--- config.mk ---
export PLATFORM = sky130hd
export DESIGN_NAME = booth_mul_seq
export DESIGN_NICKNAME = d
export VERILOG_FILES = /design/src/rtl/booth_mul_seq.sv
export SDC_FILE = /design/constraint.sdc
export NUM_CORES = 1
export LEC_CHECK = 0
export ABC_AREA = 1
export BUFFER_PORTS_ARGS = -buffer_cell sky130_fd_sc_hd__buf_2
export CAP_MARGIN = 20
export CELL_PAD_IN_SITES_DETAIL_PLACEMENT = 0
export CELL_PAD_IN_SITES_GLOBAL_PLACEMENT = 2
export CORE_MARGIN = 3
export CORE_UTILIZATION = 32
export CTS_BUF_LIST = sky130_fd_sc_hd__clkbuf_16
export DETAILED_ROUTE_END_ITERATION = 10
export PLACE_DENSITY_LB_ADDON = 0.25
export SYNTH_ARGS = -nofsm -noshare
export SYNTH_HDL_FRONTEND = slang
export SYNTH_SLANG_ARGS = --single-unit
--- constraint.sdc ---
create_clock -name clock -period 3.7 [get_ports clock]
set_clock_uncertainty 0.2 [all_clocks]
set_input_delay 0.555 -clock clock [delete_from_list [all_inputs] [get_ports clock]]
set_output_delay 0.555 -clock clock [all_outputs]
set_load 0.005 [all_outputs]
--- src/rtl/booth_mul_seq.sv ---
// rtl/booth_mul_seq.sv - multi-cycle signed radix-2 Booth multiplier, DATA_WIDTH x DATA_WIDTH -> 2*DATA_WIDTH
//
// Ports:
//   clock        rising-edge clock
//   clear        synchronous active-low reset
//   start        operation request, sampled only in IDLE
//   a, b         multiplicand / multiplier (two's complement), captured on accepted start
//   busy         high while Booth steps execute
//   done         one-cycle pulse when z_hi/z_lo have just been updated
//   z_hi, z_lo   upper / lower halves of the last completed product
//   ovf          (only with BOOTH_MUL_OVF_EN) product does not fit in DATA_WIDTH signed bits
//
// Optional feature macro: BOOTH_MUL_OVF_EN

module booth_mul_seq #(
    parameter int DATA_WIDTH = 32
) (
    input  logic                  clock,
    input  logic                  clear,
    input  logic                  start,
    input  logic [DATA_WIDTH-1:0] a,
    input  logic [DATA_WIDTH-1:0] b,
    output logic                  busy,
    output logic                  done,
    output logic [DATA_WIDTH-1:0] z_hi,
`ifdef BOOTH_MUL_OVF_EN
    output logic [DATA_WIDTH-1:0] z_lo,
    output logic                  ovf
`else
    output logic [DATA_WIDTH-1:0] z_lo
`endif
);

    localparam int CW = $clog2(DATA_WIDTH) + 1;

    typedef enum logic [1:0] {
        S_IDLE,
        S_RUN,
        S_DONE
    } state_t;

    state_t                state;
    logic [DATA_WIDTH-1:0] m;
    // Accumulator is one bit wider so subtracting the most negative multiplicand cannot overflow.
    logic [DATA_WIDTH:0]   acc;
    logic [DATA_WIDTH-1:0] q;
    logic                  q_m1;
    logic [CW-1:0]         count;

    logic [DATA_WIDTH:0]   m_ext;
    logic [DATA_WIDTH:0]   sum;
    logic [DATA_WIDTH:0]   acc_sh;
    logic [DATA_WIDTH-1:0] q_sh;
    logic                  last_step;

    // One Booth step: conditional add/subtract, then arithmetic shift of {acc, q, q_m1}.
    always_comb begin
        m_ext = {m[DATA_WIDTH-1], m};
        sum   = acc;
        case ({q[0], q_m1})
            2'b01:   sum = acc + m_ext;
            2'b10:   sum = acc - m_ext;
            default: sum = acc;
        endcase
        acc_sh    = {sum[DATA_WIDTH], sum[DATA_WIDTH:1]};
        q_sh      = {sum[0], q[DATA_WIDTH-1:1]};
        last_step = (count == CW'(DATA_WIDTH - 1));
    end

    always_ff @(posedge clock) begin
        if (!clear) begin
            state <= S_IDLE;
            busy  <= 1'b0;
            done  <= 1'b0;
            z_hi  <= '0;
            z_lo  <= '0;
            m     <= '0;
            acc   <= '0;
            q     <= '0;
            q_m1  <= 1'b0;
            count <= '0;
`ifdef BOOTH_MUL_OVF_EN
            ovf   <= 1'b0;
`endif
        end else begin
            case (state)
                S_IDLE: begin
                    done <= 1'b0;
                    if (start) begin
                        m     <= a;
                        q     <= b;
                        acc   <= '0;
                        q_m1  <= 1'b0;
                        count <= '0;
                        busy  <= 1'b1;
                        state <= S_RUN;
                    end
                end
                S_RUN: begin
                    acc   <= acc_sh;
                    q     <= q_sh;
                    q_m1  <= q[0];
                    count <= count + 1'b1;
                    if (last_step) begin
                        // Product lives in the low DATA_WIDTH bits of acc plus q after the final shift.
                        z_hi  <= acc_sh[DATA_WIDTH-1:0];
                        z_lo  <= q_sh;
`ifdef BOOTH_MUL_OVF_EN
                        ovf   <= (acc_sh[DATA_WIDTH-1:0] != {DATA_WIDTH{q_sh[DATA_WIDTH-1]}});
`endif
                        busy  <= 1'b0;
                        done  <= 1'b1;
                        state <= S_DONE;
                    end
                end
                S_DONE: begin
                    // Start is deliberately not sampled here; it is only honoured from IDLE.
                    done  <= 1'b0;
                    state <= S_IDLE;
                end
                default: begin
                    busy  <= 1'b0;
                    done  <= 1'b0;
                    state <= S_IDLE;
                end
            endcase
        end
    end

endmodule
==> results.py, run 1 <==
metrics = {
    "critical_path": {
        "endpoint_kind": "register",
        "endpoint": "z_hi[18]",
        "r2r-start": "m[2]",
        "crit_path_start_kind": "register",
        "worstSetupStartpoint": "m[2]",
        "r2r_end": "z_hi[18]",
        "reg2reg_slack_ns": 0.31,
        "crit_required_ns": 3.83,
        "crit_type": "reg -> reg",
        "cp_max_fo": 5,
        "r2r_cells": 18,
        "cp.arrival_ns": 3.51,
    },
    "synth": {
        "yosys.area_share.simple_pct": 29.6,
        "synth_edf_count": 0,
        "synth_top_family_by_area": "simple AND/OR/NAND/NOR gates",
        "ys_ff_latch": 171,
        "synth-seq-area-share_pct": 36.3,
        "synthTopCellsByArea": "dfxtp_1 (36%), nand2_1 (12%), nor2_1 (9.2%), o21ai_0 (8.3%), inv_1 (6.3%)",
        "yosys_warnings": 0,
        "syn_area_um2": 9440,
        "synth_cell_types": 46,
        "synth_fa_ha_area_share_pct": 4.85,
        "synth_top_area_share_pct": 36.3,
        "yosys-top-cells-count": "nand2_1 (298), nor2_1 (231), dfxtp_1 (171), inv_1 (159), o21ai_0 (157)",
        "synth_ff_type": "dfxtp_1",
        "avgSynthCellArea_um2": 6.61,
        "synth_most_common_cell": "nand2_1",
        "synthArstFlopShare_pct": 0,
        "synth_cells": 1428,
        "yosysTopAreaCell": "dfxtp_1",
        "synthMuxAreaShare_pct": 0.106,
        "synth_xor_area_share_pct": 3.15,
        "synth-compound-area-share_pct": 17.1,
        "synth_fp_nets": 1531,
    },
    "floorplanning": {
        "dieArea_um2": 31600,
        "core_area_um2": 28900,
        "num_io_pins": 133,
        "die_width_um": 178,
        "dieHeight_um": 178,
        "rows": 62,
        "initial_utilization_pct": 32.7,
    },
    "timing": {
        "hold_viol_final": 0,
        "max_freq_mhz": 295,
        "finalHoldWorstSlack_ns": 0.131,
        "drv_slew": 0,
        "setup_violations": 0,
        "post-route-period-util_pct": 91.5,
        "grt_setup_unrepaired": "true",
        "tightest_slew_ns": 0.755,
        "maxSlewHeadroom_pct": 49.6,
        "fin_crit_ns": 3.39,
    },
    "layout": {
        "drive_above_1_share_pct": 16.0,
        "finalNonFillerCells": 1945,
        "diodes": 0,
        "syn2layout_area_growth_pct": 21.3,
        "fin_nets": 1651,
    },
    "cts": {
        "clock-root-buffer": "clkbuf_16",
        "cts_made_buffers": 17,
        "htreeDepth": 4,
        "hold_buffers": 0,
        "ctsLongestPathBuffers": 2,
        "cts_tree": "yes",
        "cts.clk_slew.worst_paths_ns": 0.09,
        "clkLatencyLatePin_ns": 0.45,
        "cts_sinks": 171,
    },
    "pwr": {
        "p_sw_share_pct": 36.1,
        "p_leak_nw": 5.50,
        "pwr-share-seq_pct": 39.2,
        "p_int_w": 0.00327,
        "p_sw_w": 0.00185,
        "vdd_drop_max_mv": 0.288,
        "pwr-share-comb_pct": 23.2,
        "p_total_w": 0.00512,
        "p_clk_share_pct": 37.6,
        "powerDensity_nw_per_um2": 447,
    },
    "global_route": {
        "grt.total_usage_pct": 20.1,
        "grt.overflow.total": 0,
        "antenna_found_initial": 4,
        "grt_pass1_wl_mm": 49.6,
        "grt_pass1_vias": 9073,
        "grt_max_degree": 123,
    },
    "drt": {
        "antenna_left": 0,
        "totalWireLength_mm": 31.7,
        "drc": 0,
        "routed_via_density": 4.82,
        "wire_per_inst_um": 16.3,
        "vias": 9378,
        "drt_iter0_drc": 562,
        "drt-pass1-iter-count": 5,
    },
    "place": {
        "port_buffers": 132,
        "gp_congestion": 0.873,
        "dp_cells": 1912,
        "dp_hpwl_mm": 23.6,
    },
    "min_path": {
        "hp-class": "in -> reg",
    },
    "job": {
        "drv_cap": 0,
    },
    "run_status": {
        "outcome": "finished clean",
    },
}
==> worst max-delay path, cell delays in order (launching register included) <==
cell     delay (ns)
dfxtp_1        0.31
inv_1          0.10
nand3_1        0.12
nor3_2         0.22
inv_1          0.08
nor2_2         0.15
a21oi_1        0.11
xor2_1         0.16
inv_1          0.11
ha_1           0.38
nand2_1        0.15
o21ai_0        0.30
inv_1          0.07
nand2_1        0.17
nand3_1        0.12
nand3_1        0.09
nand3_1        0.18
nand3_1        0.19
nand2_1        0.06
==> power groups by stage <==
stage / sequential [W] / clock, W / combinational (W)
4_1_cts: 0.00200 / 0.00197 / 0.00113
3_5_place_dp: 0.00205 / 0 / 0.00112
3_3_place_gp: 0.00205 / 0 / 0.00112
5_1_grt: 0.00202 / 0.00204 / 0.00134
6_report: 0.00201 / 0.00193 / 0.00119
2_1_floorplan: 0.00202 / 0 / 0.000779
==> cell families after synthesis <==
kind of cell | after synthesis
fa+ha+maj | 36
compound gates | 288
simple gates | 678
mux | 1
xor+xnor | 34
flops | 171
buf+inv | 220
==> cell type report <==
cell class	count	area [um^2]
clock inverters	15	208
clock buffers	17	425
well taps	384	480
flip-flops and latches	171	3420
inverters	165	622
repair buffers	156	881
multi-input cells	1037	5420
fillers	3168	17400
==> layout by cell type (no fill, tap or decap), types with 4 or more instances in the layout <==
| master | instances |
|---|---|
| nand4_1 | 6 |
| nand2_1 | 295 |
| o21a_1 | 13 |
| nor3_1 | 21 |
| ha_4 | 6 |
| ha_1 | 26 |
| nor2_2 | 11 |
| clkinv_8 | 7 |
| o22ai_1 | 5 |
| nor2_4 | 5 |
| o21ai_1 | 16 |
| nor4_1 | 4 |
| a21oi_1 | 49 |
| buf_4 | 22 |
| o21bai_1 | 9 |
| xor2_1 | 19 |
| nand2_2 | 4 |
| buf_2 | 131 |
| o21ai_0 | 146 |
| a21oi_2 | 9 |
| nor2_1 | 219 |
| nand3_1 | 101 |
| inv_1 | 159 |
| inv_2 | 5 |
| a211oi_1 | 15 |
| dfxtp_1 | 171 |
| clkbuf_16 | 17 |
| o211ai_1 | 6 |
| xnor2_1 | 12 |
==> how the worst min path moves through the flow <==
| stage | slack, ns | cells after the start | startpoint | endpoint |
|---|---|---|---|---|
| CTS | 0.12 | 3 | a[14] | m[14] |
| floorplan | 0.24 | 2 | z_hi[4] | z_hi[4] |
| global route | 0.14 | 3 | a[6] | m[6] |
| finish | 0.13 | 3 | a[14] | m[14] |
| global placement | 0.23 | 2 | z_hi[4] | z_hi[4] |
| detailed placement | 0.24 | 2 | z_hi[4] | z_hi[4] |
==> sequential cells by signal (all words and copies together), names as in the netlist <==
register / cells
z_hi: 32
q: 32
state: 2
count: 6
done: 1
m: 32
busy: 1
q_m1: 1
z_lo: 32
acc: 32
==> timing repair <==
| action | in CTS | in global routing |
|---|---|---|
| resized for setup | 2 | 64 |
| setup buffers | 0 | 1 |
| pin swaps | 0 | 9 |
| setup endpoints to repair | 2 | 45 |
==> layer usage <==
metal	wire, um	up-vias	GRT usage [%]
met2	14800	172	33.5
met4	415	8	4.91
li1	-	4886	-
met5	42	-	0
met3	1260	22	3.38
met1	15300	4290	27.1
==> metrics by stage <==
stage               instance area, um^2  util (%)  TNS (ns)  setup slack, ns
finish                            11500      39.7         0            0.313
global route                      11500      39.7    -0.173          -0.0632
CTS                               11200      38.8         0           0.0431
detailed placement                10600      36.6    -0.159          -0.0998
global placement                  10600      36.6    -0.166          -0.0997
floorplan                          9440         -         0            0.651
(Power assumes the default switching activity.)
==> run 2, diff against run 1 <==
--- a/config.mk
+++ b/config.mk
@@ -10,8 +10,7 @@
 export CAP_MARGIN = 20
 export CELL_PAD_IN_SITES_DETAIL_PLACEMENT = 0
 export CELL_PAD_IN_SITES_GLOBAL_PLACEMENT = 2
-export CORE_MARGIN = 3
-export CORE_UTILIZATION = 32
+export CORE_UTILIZATION = 29
 export CTS_BUF_LIST = sky130_fd_sc_hd__clkbuf_16
 export DETAILED_ROUTE_END_ITERATION = 10
 export PLACE_DENSITY_LB_ADDON = 0.25
==> constraint.sdc (replaced) <==
create_clock -name clock -period 2.95 [get_ports clock]
set_clock_uncertainty 0.2 [all_clocks]
set_input_delay 0.4425 -clock clock [delete_from_list [all_inputs] [get_ports clock]]
set_output_delay 0.4425 -clock clock [all_outputs]
set_load 0.005 [all_outputs]
==> run 2 against run 1 <==
The run now ends with negative setup slack left; final cell count grew 12%; worst setup slack lost 0.64 ns; sequential cell count is the same; non-clock buffer count grew 171; first-iteration DRC count shrank 25%; critical path depth grew 5; critical endpoint is now z_hi[31]; highest routed layer unchanged.
==> results.py, run 2 (synthesized netlist as in run 1, its figures left out) <==
metrics = {
    "run_status": {
        "outcome": "complete, but fails checks",
        "violations": "negative setup slack",
    },
    "floorplanning": {
        "rows": 65,
        "dieArea_um2": 33300,
        "dieHeight_um": 182,
        "initial_utilization_pct": 29.7,
        "core_area_um2": 31800,
        "die_width_um": 182,
        "num_io_pins": 133,
    },
    "timing": {
        "maxSlewHeadroom_pct": 47.4,
        "setup_tns_ns": -7.78,
        "grt_setup_unrepaired": "true",
        "max_freq_mhz": 305,
        "setup_violations": 44,
        "post-route-period-util_pct": 111,
        "tightest_slew_ns": 0.781,
        "drv_slew": 0,
        "layout_setup_ws_ns": -0.329,
        "fin_crit_ns": 3.28,
        "hold_viol_final": 0,
    },
    "cts": {
        "ctsLongestPathBuffers": 2,
        "cts_sinks": 171,
        "cts_tree": "yes",
        "clkLatencyLatePin_ns": 0.44,
        "cts_made_buffers": 17,
        "clock-root-buffer": "clkbuf_16",
        "htreeDepth": 4,
        "cts.clk_slew.worst_paths_ns": 0.07,
    },
    "global_route": {
        "grt_max_degree": 51,
        "grt_pass1_vias": 10400,
        "grt.overflow.total": 0,
        "grt_pass1_wl_mm": 55.8,
        "antenna_found_initial": 4,
        "grt.total_usage_pct": 21.5,
    },
    "place": {
        "port_buffers": 132,
        "dp_hpwl_mm": 25.8,
        "place_ws_ns": -0.655,
        "gp_congestion": 0.857,
    },
    "layout": {
        "drive_above_1_share_pct": 34.9,
        "fin_nets": 1822,
        "mostFrequentLayoutCells": "nand2_1 (231), nor2_1 (195), buf_4 (186)",
        "layout_commonest_cell": "nand2_1",
        "syn2layout_area_growth_pct": 45.7,
        "n_fill_cell": 3356,
        "final_core_util_pct": 43.3,
    },
    "drt": {
        "wire_per_inst_um": 16.0,
        "routed_via_density": 4.69,
        "antenna_left": 0,
        "drt_iter0_drc": 423,
        "totalWireLength_mm": 34.7,
        "drt-pass1-iter-count": 5,
        "vias": 10200,
        "drc": 0,
    },
    "critical_path": {
        "endpoint_kind": "register",
        "r2r-start": "m[0]",
        "path_delay_family": "simple AND/OR/NAND/NOR gates",
        "crit_buf_inv": 4,
        "r2r_cells": 23,
        "r2r_end": "z_hi[31]",
        "crit_required_ns": 3.09,
        "crit_type": "reg -> reg",
        "path_common_cell": "nand2_1",
        "cp.arrival_ns": 3.41,
        "slowest_stage": "dfxtp_2",
        "slowest_delay_ns": 0.34,
        "crit_path_start_kind": "register",
        "cp_max_fo": 3,
        "path_cells": "inv_4 -> nand3_4 -> nor3_4 -> nand4_1 -> nor2_2 -> buf_4 -> a31oi_1 -> xnor2_1 -> ha_1 -> nand2_2 -> inv_1 -> nand2_1 -> nand2_2 -> nand2_2 -> nand2_2 -> a21oi_2 -> nand2_1 -> nand2_1 -> nand3_1 -> nand2_1 -> nand3_1 -> nand2_1 -> inv_1",
        "reg2reg_slack_ns": -0.33,
    },
    "job": {
        "drv_cap": 0,
    },
    "pwr": {
        "p_leak_nw": 6.55,
        "vdd_drop_max_mv": 0.359,
        "powerDensity_nw_per_um2": 522,
    },
    "min_path": {
        "hp-class": "in -> reg",
        "whs_path_depth": 3,
        "hold_start": "a[29]",
        "holdPathEnd": "m[29]",
    },
}
[run 2: cell count changes in the layout (fill, tap and decap cells not counted), moves of 17 or more]
cell     previous run  this run
buf_4              22       186
nand2_1           295       231
nand2_2             4        55
nor2_1            219       195
a21oi_1            49        30
inv_2               5        22
[run 2: worst reg2reg max path: stages, from the launching register on]
cell     delay (ns)
dfxtp_2        0.34
inv_4          0.08
nand3_4        0.09
nor3_4         0.13
nand4_1        0.20
nor2_2         0.19
buf_4          0.13
a31oi_1        0.08
xnor2_1        0.26
ha_1           0.34
nand2_2        0.14
inv_1          0.05
nand2_1        0.08
nand2_2        0.08
nand2_2        0.07
nand2_2        0.06
a21oi_2        0.16
nand2_1        0.07
nand2_1        0.09
nand3_1        0.08
nand2_1        0.08
nand3_1        0.07
nand2_1        0.07
inv_1          0.03
[run 2: power by group]
group          switching [W]  leakage (nW)  internal, W  total [W]
sequential         0.0000936          1.40      0.00242    0.00251
combinational        0.00131          4.86      0.00107    0.00238
clock                0.00104         0.293      0.00125    0.00229
[run 2: how the worst max path moves through the flow]
stage	from	cells after the start	slack, ns	end
final	m[0]	23	-0.33	z_hi[31]
after global routing	m[0]	21	-0.53	acc[29]
after CTS	m[0]	25	-0.38	z_hi[31]
after detailed placement	m[0]	20	-0.65	acc[24]
after global placement	m[0]	20	-0.58	acc[24]
after floorplan	m[0]	20	0.005	z_hi[29]
[run 2: metal layers]
layer,part of all wire [%],up-vias,track usage [%]
met2,47,158,36.5
met4,2.2,4,6.69
met5,0.046,-,0
met3,3.8,37,3.71
met1,47,4746,27.8
li1,-,5222,-
[run 2: cell type report]
| class | count | area, um^2 | share of cell area [%] |
|---|---|---|---|
| Antenna cell | 2 | 5.00 | 0.0364 |
| Tap cell | 435 | 544 | 3.96 |
| Clock buffer | 17 | 425 | 3.09 |
| Timing Repair Buffer | 327 | 2200 | 16.0 |
| Clock inverter | 15 | 150 | 1.09 |
| Multi-Input combinational cell | 1037 | 6380 | 46.4 |
| Sequential cell | 171 | 3430 | 24.9 |
| Inverter | 165 | 627 | 4.56 |
[run 2: what timing repair did]
item,CTS,global route
endpoints found under the setup margin,52,55
pin swaps,80,54
hold endpoints to repair,0,0
gates resized for setup,211,110
buffers inserted,19,6
hold buffers,0,0
[run 2: per-stage QoR]
| step | power, W | cell area, um^2 | std cells | hold WS (ns) |
|---|---|---|---|---|
| after floorplan | 0.00351 | 9460 | 1428 | 0.242 |
| after global placement | 0.00438 | 11800 | 2114 | 0.231 |
| after detailed placement | 0.00439 | 11800 | 2114 | 0.227 |
| after CTS | 0.00704 | 13300 | 2162 | 0.0130 |
| after global routing | 0.00757 | 13800 | 2167 | 0.0287 |
| final | 0.00718 | 13800 | 2169 | 0.0220 |
